<file path="src/rtl/zsdram_port_scheduler.sv">
// rtl/zsdram_port_scheduler.sv - two-port round-robin SDRAM access scheduler with auto-refresh insertion
module zsdram_port_scheduler #(
  parameter int unsigned REF_PERIOD = 1040
) (
  input  logic        clk,
  input  logic        rst,
  input  logic        en,
  input  logic        iA_Req,
  input  logic [23:0] iA_Addr,
  output logic        oA_Ack,
  output logic        oA_Valid,
  output logic [15:0] oA_Data,
  input  logic        iB_Req,
  input  logic [23:0] iB_Addr,
  input  logic [15:0] iB_Data,
  output logic        oB_Ack,
  output logic        oB_Done,
  output logic [1:0]  oCall,
  output logic        oRef,
  output logic [23:0] oAddr,
  output logic [15:0] oWData,
  input  logic [15:0] iRData,
  input  logic [1:0]  iDone,
  input  logic        iRef_Done,
  output logic        oBusy,
  output logic        oRef_Ovf
);

  typedef enum logic [1:0] {
    ST_IDLE,
    ST_ACCESS,
    ST_REFRESH,
    ST_DONE
  } state_t;

  localparam logic [15:0] REF_LOAD = 16'(REF_PERIOD - 1);

  state_t      state;
  logic [15:0] ref_cnt;
  logic [1:0]  ref_pend;
  logic        last_b;
  logic        ref_expire;
  logic        ref_served;

  assign ref_expire = (ref_cnt == 16'd0);
  assign ref_served = (state == ST_REFRESH) && iRef_Done;
  assign oBusy      = (state != ST_IDLE);

  // Free-running refresh interval timer, reloads on every expiry regardless of en
  always_ff @(posedge clk) begin
    if (rst) begin
      ref_cnt <= REF_LOAD;
    end else if (ref_expire) begin
      ref_cnt <= REF_LOAD;
    end else begin
      ref_cnt <= ref_cnt - 16'd1;
    end
  end

  // Pending-refresh backlog: saturates at 3, an expiry at saturation latches the overflow flag
  always_ff @(posedge clk) begin
    if (rst) begin
      ref_pend <= 2'd0;
      oRef_Ovf <= 1'b0;
    end else begin
      if (ref_expire && (ref_pend == 2'd3)) begin
        oRef_Ovf <= 1'b1;
      end
      if (ref_expire && !ref_served) begin
        if (ref_pend != 2'd3) begin
          ref_pend <= ref_pend + 2'd1;
        end
      end else if (!ref_expire && ref_served) begin
        ref_pend <= ref_pend - 2'd1;
      end
    end
  end

  // Grant / access / refresh sequencer; all handshake outputs are registered here
  always_ff @(posedge clk) begin
    if (rst) begin
      state    <= ST_IDLE;
      last_b   <= 1'b1;
      oA_Ack   <= 1'b0;
      oA_Valid <= 1'b0;
      oA_Data  <= 16'd0;
      oB_Ack   <= 1'b0;
      oB_Done  <= 1'b0;
      oCall    <= 2'b00;
      oRef     <= 1'b0;
      oAddr    <= 24'd0;
      oWData   <= 16'd0;
    end else begin
      oA_Ack   <= 1'b0;
      oB_Ack   <= 1'b0;
      oA_Valid <= 1'b0;
      oB_Done  <= 1'b0;
      unique case (state)
        ST_IDLE: begin
          if (en) begin
            if (ref_pend != 2'd0) begin
              oRef  <= 1'b1;
              state <= ST_REFRESH;
            end else if (iA_Req && (!iB_Req || last_b)) begin
              oAddr  <= iA_Addr;
              oA_Ack <= 1'b1;
              oCall  <= 2'b01;
              last_b <= 1'b0;
              state  <= ST_ACCESS;
            end else if (iB_Req) begin
              oAddr  <= iB_Addr;
              oWData <= iB_Data;
              oB_Ack <= 1'b1;
              oCall  <= 2'b10;
              last_b <= 1'b1;
              state  <= ST_ACCESS;
            end
          end
        end
        ST_ACCESS: begin
          if (oCall[0] && iDone[0]) begin
            oA_Data  <= iRData;
            oA_Valid <= 1'b1;
            oCall    <= 2'b00;
            state    <= ST_DONE;
          end else if (oCall[1] && iDone[1]) begin
            oB_Done <= 1'b1;
            oCall   <= 2'b00;
            state   <= ST_DONE;
          end
        end
        ST_REFRESH: begin
          if (iRef_Done) begin
            oRef  <= 1'b0;
            state <= ST_DONE;
          end
        end
        ST_DONE: begin
          state <= ST_IDLE;
        end
        default: begin
          state <= ST_IDLE;
        end
      endcase
    end
  end

endmodule

</file>
<file path="config.mk">
export PLATFORM = sky130hd
export DESIGN_NAME = zsdram_port_scheduler
export DESIGN_NICKNAME = d
export VERILOG_FILES = /design/src/rtl/zsdram_port_scheduler.sv
export SDC_FILE = /design/constraint.sdc
export NUM_CORES = 1
export LEC_CHECK = 0
export BUFFER_PORTS_ARGS = -buffer_cell sky130_fd_sc_hd__buf_2
export CORE_MARGIN = 2
export CORE_UTILIZATION = 35
export CTS_BUF_LIST = sky130_fd_sc_hd__clkbuf_4 sky130_fd_sc_hd__clkbuf_8 sky130_fd_sc_hd__clkbuf_16
export DETAILED_ROUTE_END_ITERATION = 8
export PLACE_DENSITY = 0.68
export SYNTH_ARGS = -nofsm -noshare
export SYNTH_HDL_FRONTEND = slang
export SYNTH_SLANG_ARGS = --single-unit
</file>
<file path="constraint.sdc">
create_clock -name clk -period 3.1 [get_ports clk]
set_input_delay 0.31 -clock clk [delete_from_list [all_inputs] [get_ports clk]]
set_output_delay 0.31 -clock clk [all_outputs]
set_load 0.005 [all_outputs]
</file>
==> flow_summary.ini <==
[power]
pwr-share-comb_pct = 28.0
p_leak_uw = 0.00211
ir_worst_vdd_mv = 0.316
p_sw_share_pct = 30.6
power_density_nw_per_um2 = 661
power.internal_uw = 2130
clkPwrFrac_pct = 28.1
p_sw_uw = 942
p_seq_share_pct = 44.0

[sta]
whs_ps = 186
relSlewSlack_pct = 51.5
finalSetupTns_ps = 0
hold_viol = 0
maxSlewViolCount = 0
timing.fmax_ghz = 0.455
setup_ws_ps = 904
finalSetupViolCount = 0
fin_skew_ps = 6.51
post-route-period-util_pct = 70.8
worst_pin_slew_ps = 725
layout_min_cycle_time_ps = 2200
rsz0062_at_grt = no

[synthesis]
yosysWarnings = 0
ys_ff_latch = 85
ys_types = 42
async_flop_share_pct = 0
yosys_most_used_dff = dfxtp_1
synth.top_cell.area_share_pct = 47.9
syn-num-nets = 477
postSynthAreaPerCell_um2 = 9.22
yosysMostFrequentCell = dfxtp_1
synth-edff-count = 0
synth_commonest_cells = 85 x dfxtp_1, 61 x nor2_1, 43 x mux2i_1, 41 x nand2_1
synthTopCellsByArea = dfxtp_1 48%, mux2i_1 12%, nor2_1 6.5%
seq_area_frac_synth_pct = 47.9
synth_top_area_cell = dfxtp_1
synthCells = 385
synthesis.area_um2 = 3550

[route]
totalWireLength_um = 8320
vias_per_cell = 4.73
ant_nets = 0
dr_total_vias = 3144
wire_per_inst_um = 12.5
dr.pass1.iters = 4
drt_iter0_drc = 125
drc = 0

[setup_path]
crit_path_end_kind = flip-flop
critical_path_buf_inv_count = 2
max_stage_delay_ps = 540
critPathLaunchType = flip-flop
crit_path_max_fanout = 26
worst_path_dominant_cell_family = simple AND/OR/NAND/NOR gates
crit_slowest_cell = nor2_4
worstSetupPathType = reg2reg
crit_chain = inv_1 -> ha_1 -> nand4bb_1 -> nor2_4 -> buf_12 -> nor2_1 -> a211oi_1
cp.required_ps = 3370
crit_arrival_ps = 2460

[outcome]
outcome = finished, final reports clean

[clock_network]
postCtsHoldBufs = 0
clk_latency_ps = 350
post_cts_resized = 0
clockBufferDepth = 2
post-cts-setup-buffer-count = 0
clkSinkCount = 85
cts_buffers = 9
cts_root_buf = clkbuf_8
path_clk_slew_ps = 80
cts.htree.levels = 3
cts_tree = yes

[finish]
final_util_pct = 47.4
fill_cells = 977
seq_area_um2 = 1700
stdcell_area_um2 = 4650
area_growth_pct = 31.0
layout.nets = 618
multi_input_area_um2 = 1730
drive_gt1_share_pct = 34.5

[global_routing]
grt_pass1_wl_um = 13600
grt-ovfl-total = 0
grt_pass1_vias = 3004
grt_max_degree = 48
grt_use_total_pct = 15.3
antenna_found_initial = 1

[die]
die_x_um = 105
start_util_pct = 36.1
rows = 36
die_y_um = 105
core_um2 = 9820
ios = 153
die_area_um2 = 11000

[job]
cap_viol_max_count = 0

[place]
place_area_um2 = 4420
place_ws_ps = 903
dp_hpwl_um = 6150
gp_congestion = 0.741
port_buffers = 152

[worst_hold_path]
hp-class = in2reg
cell type report:
| class | count | area share [%] |
|---|---|---|
| Clock inverter | 6 | 1.86 |
| Antenna cell | 1 | 0.0538 |
| Sequential cell | 85 | 36.6 |
| Timing Repair Buffer | 156 | 17.3 |
| Clock buffer | 10 | 2.96 |
| Tap cell | 133 | 3.58 |
| Inverter | 7 | 0.565 |
| Multi-Input combinational cell | 267 | 37.1 |
worst register-to-register path, stage by stage (launching register included):
cell,delay [ps]
dfxtp_1,330
inv_1,80
ha_1,310
nand4bb_1,330
nor2_4,550
buf_12,240
nor2_1,50
a211oi_1,210
power by group through the flow:
stage,combinational [uW],clock [uW],sequential [uW]
2_1_floorplan,546,0,1370
3_3_place_gp,837,0,1370
3_5_place_dp,869,0,1370
4_1_cts,872,897,1350
5_1_grt,967,942,1370
6_report,860,862,1350
flip-flops by register name, summed over array words and instances, names as in the netlist:
signal and count:
oAddr 24, oA_Data 16, oWData 16, ref_cnt 16, oCall 2, ref_pend 2, state 2, last_b 1
oA_Ack 1, oA_Valid 1, oB_Ack 1, oB_Done 1, oRef 1, oRef_Ovf 1
cell usage in the layout, fill, tap and decap left out, types with 2 or more instances in the layout:
cell type  count
a211oi_1      25
a21oi_1       26
a2bb2oi_1      2
a31oi_1        4
buf_2        152
buf_4          3
bufinv_16      2
clkbuf_8      10
clkinv_2       2
dfxtp_1       85
ha_1           4
inv_1          7
mux2i_1       43
nand2_1       41
nand2b_1       4
nand3_1        3
nand3b_1       3
nor2_1        60
nor3_1         3
o21a_1         2
o21ai_0        4
o31ai_1        3
or2_2          3
or3_1          3
or4_1          4
xnor2_1        3
xor2_1         8
per-layer routing:
layer  routed length, um  GRT usage (%)
met1                3740           17.8
met2                3860           25.5
met3                 548           4.12
met4                 174           8.67
met5                   0              0
metrics by stage:
stage,std cells,power (uW)
detailed placement,648,2240
finish,665,3070
CTS,664,3120
global placement,648,2210
floorplan,385,1910
global route,664,3280
logic make-up after synthesis:
group | Yosys count | synth area share, %
xor+xnor | 11 | 2.71
simple gates | 136 | 18.1
mux | 43 | 12.1
flops | 85 | 47.9
buf+inv | 33 | 4.30
compound gates | 73 | 13.4
fa+ha+maj | 4 | 1.41
worst paths after layout:
kind                     end  cells after the start  slack [ps]        from
setup / recovery    oAddr[9]                      7         900    state[0]
hold / removal     oWData[3]                      3         190  iB_Data[3]
setup reg to reg    oAddr[9]                      7         900    state[0]
hold reg to reg   ref_cnt[0]                      1         420  ref_cnt[0]
(Power assumes the default switching activity.)
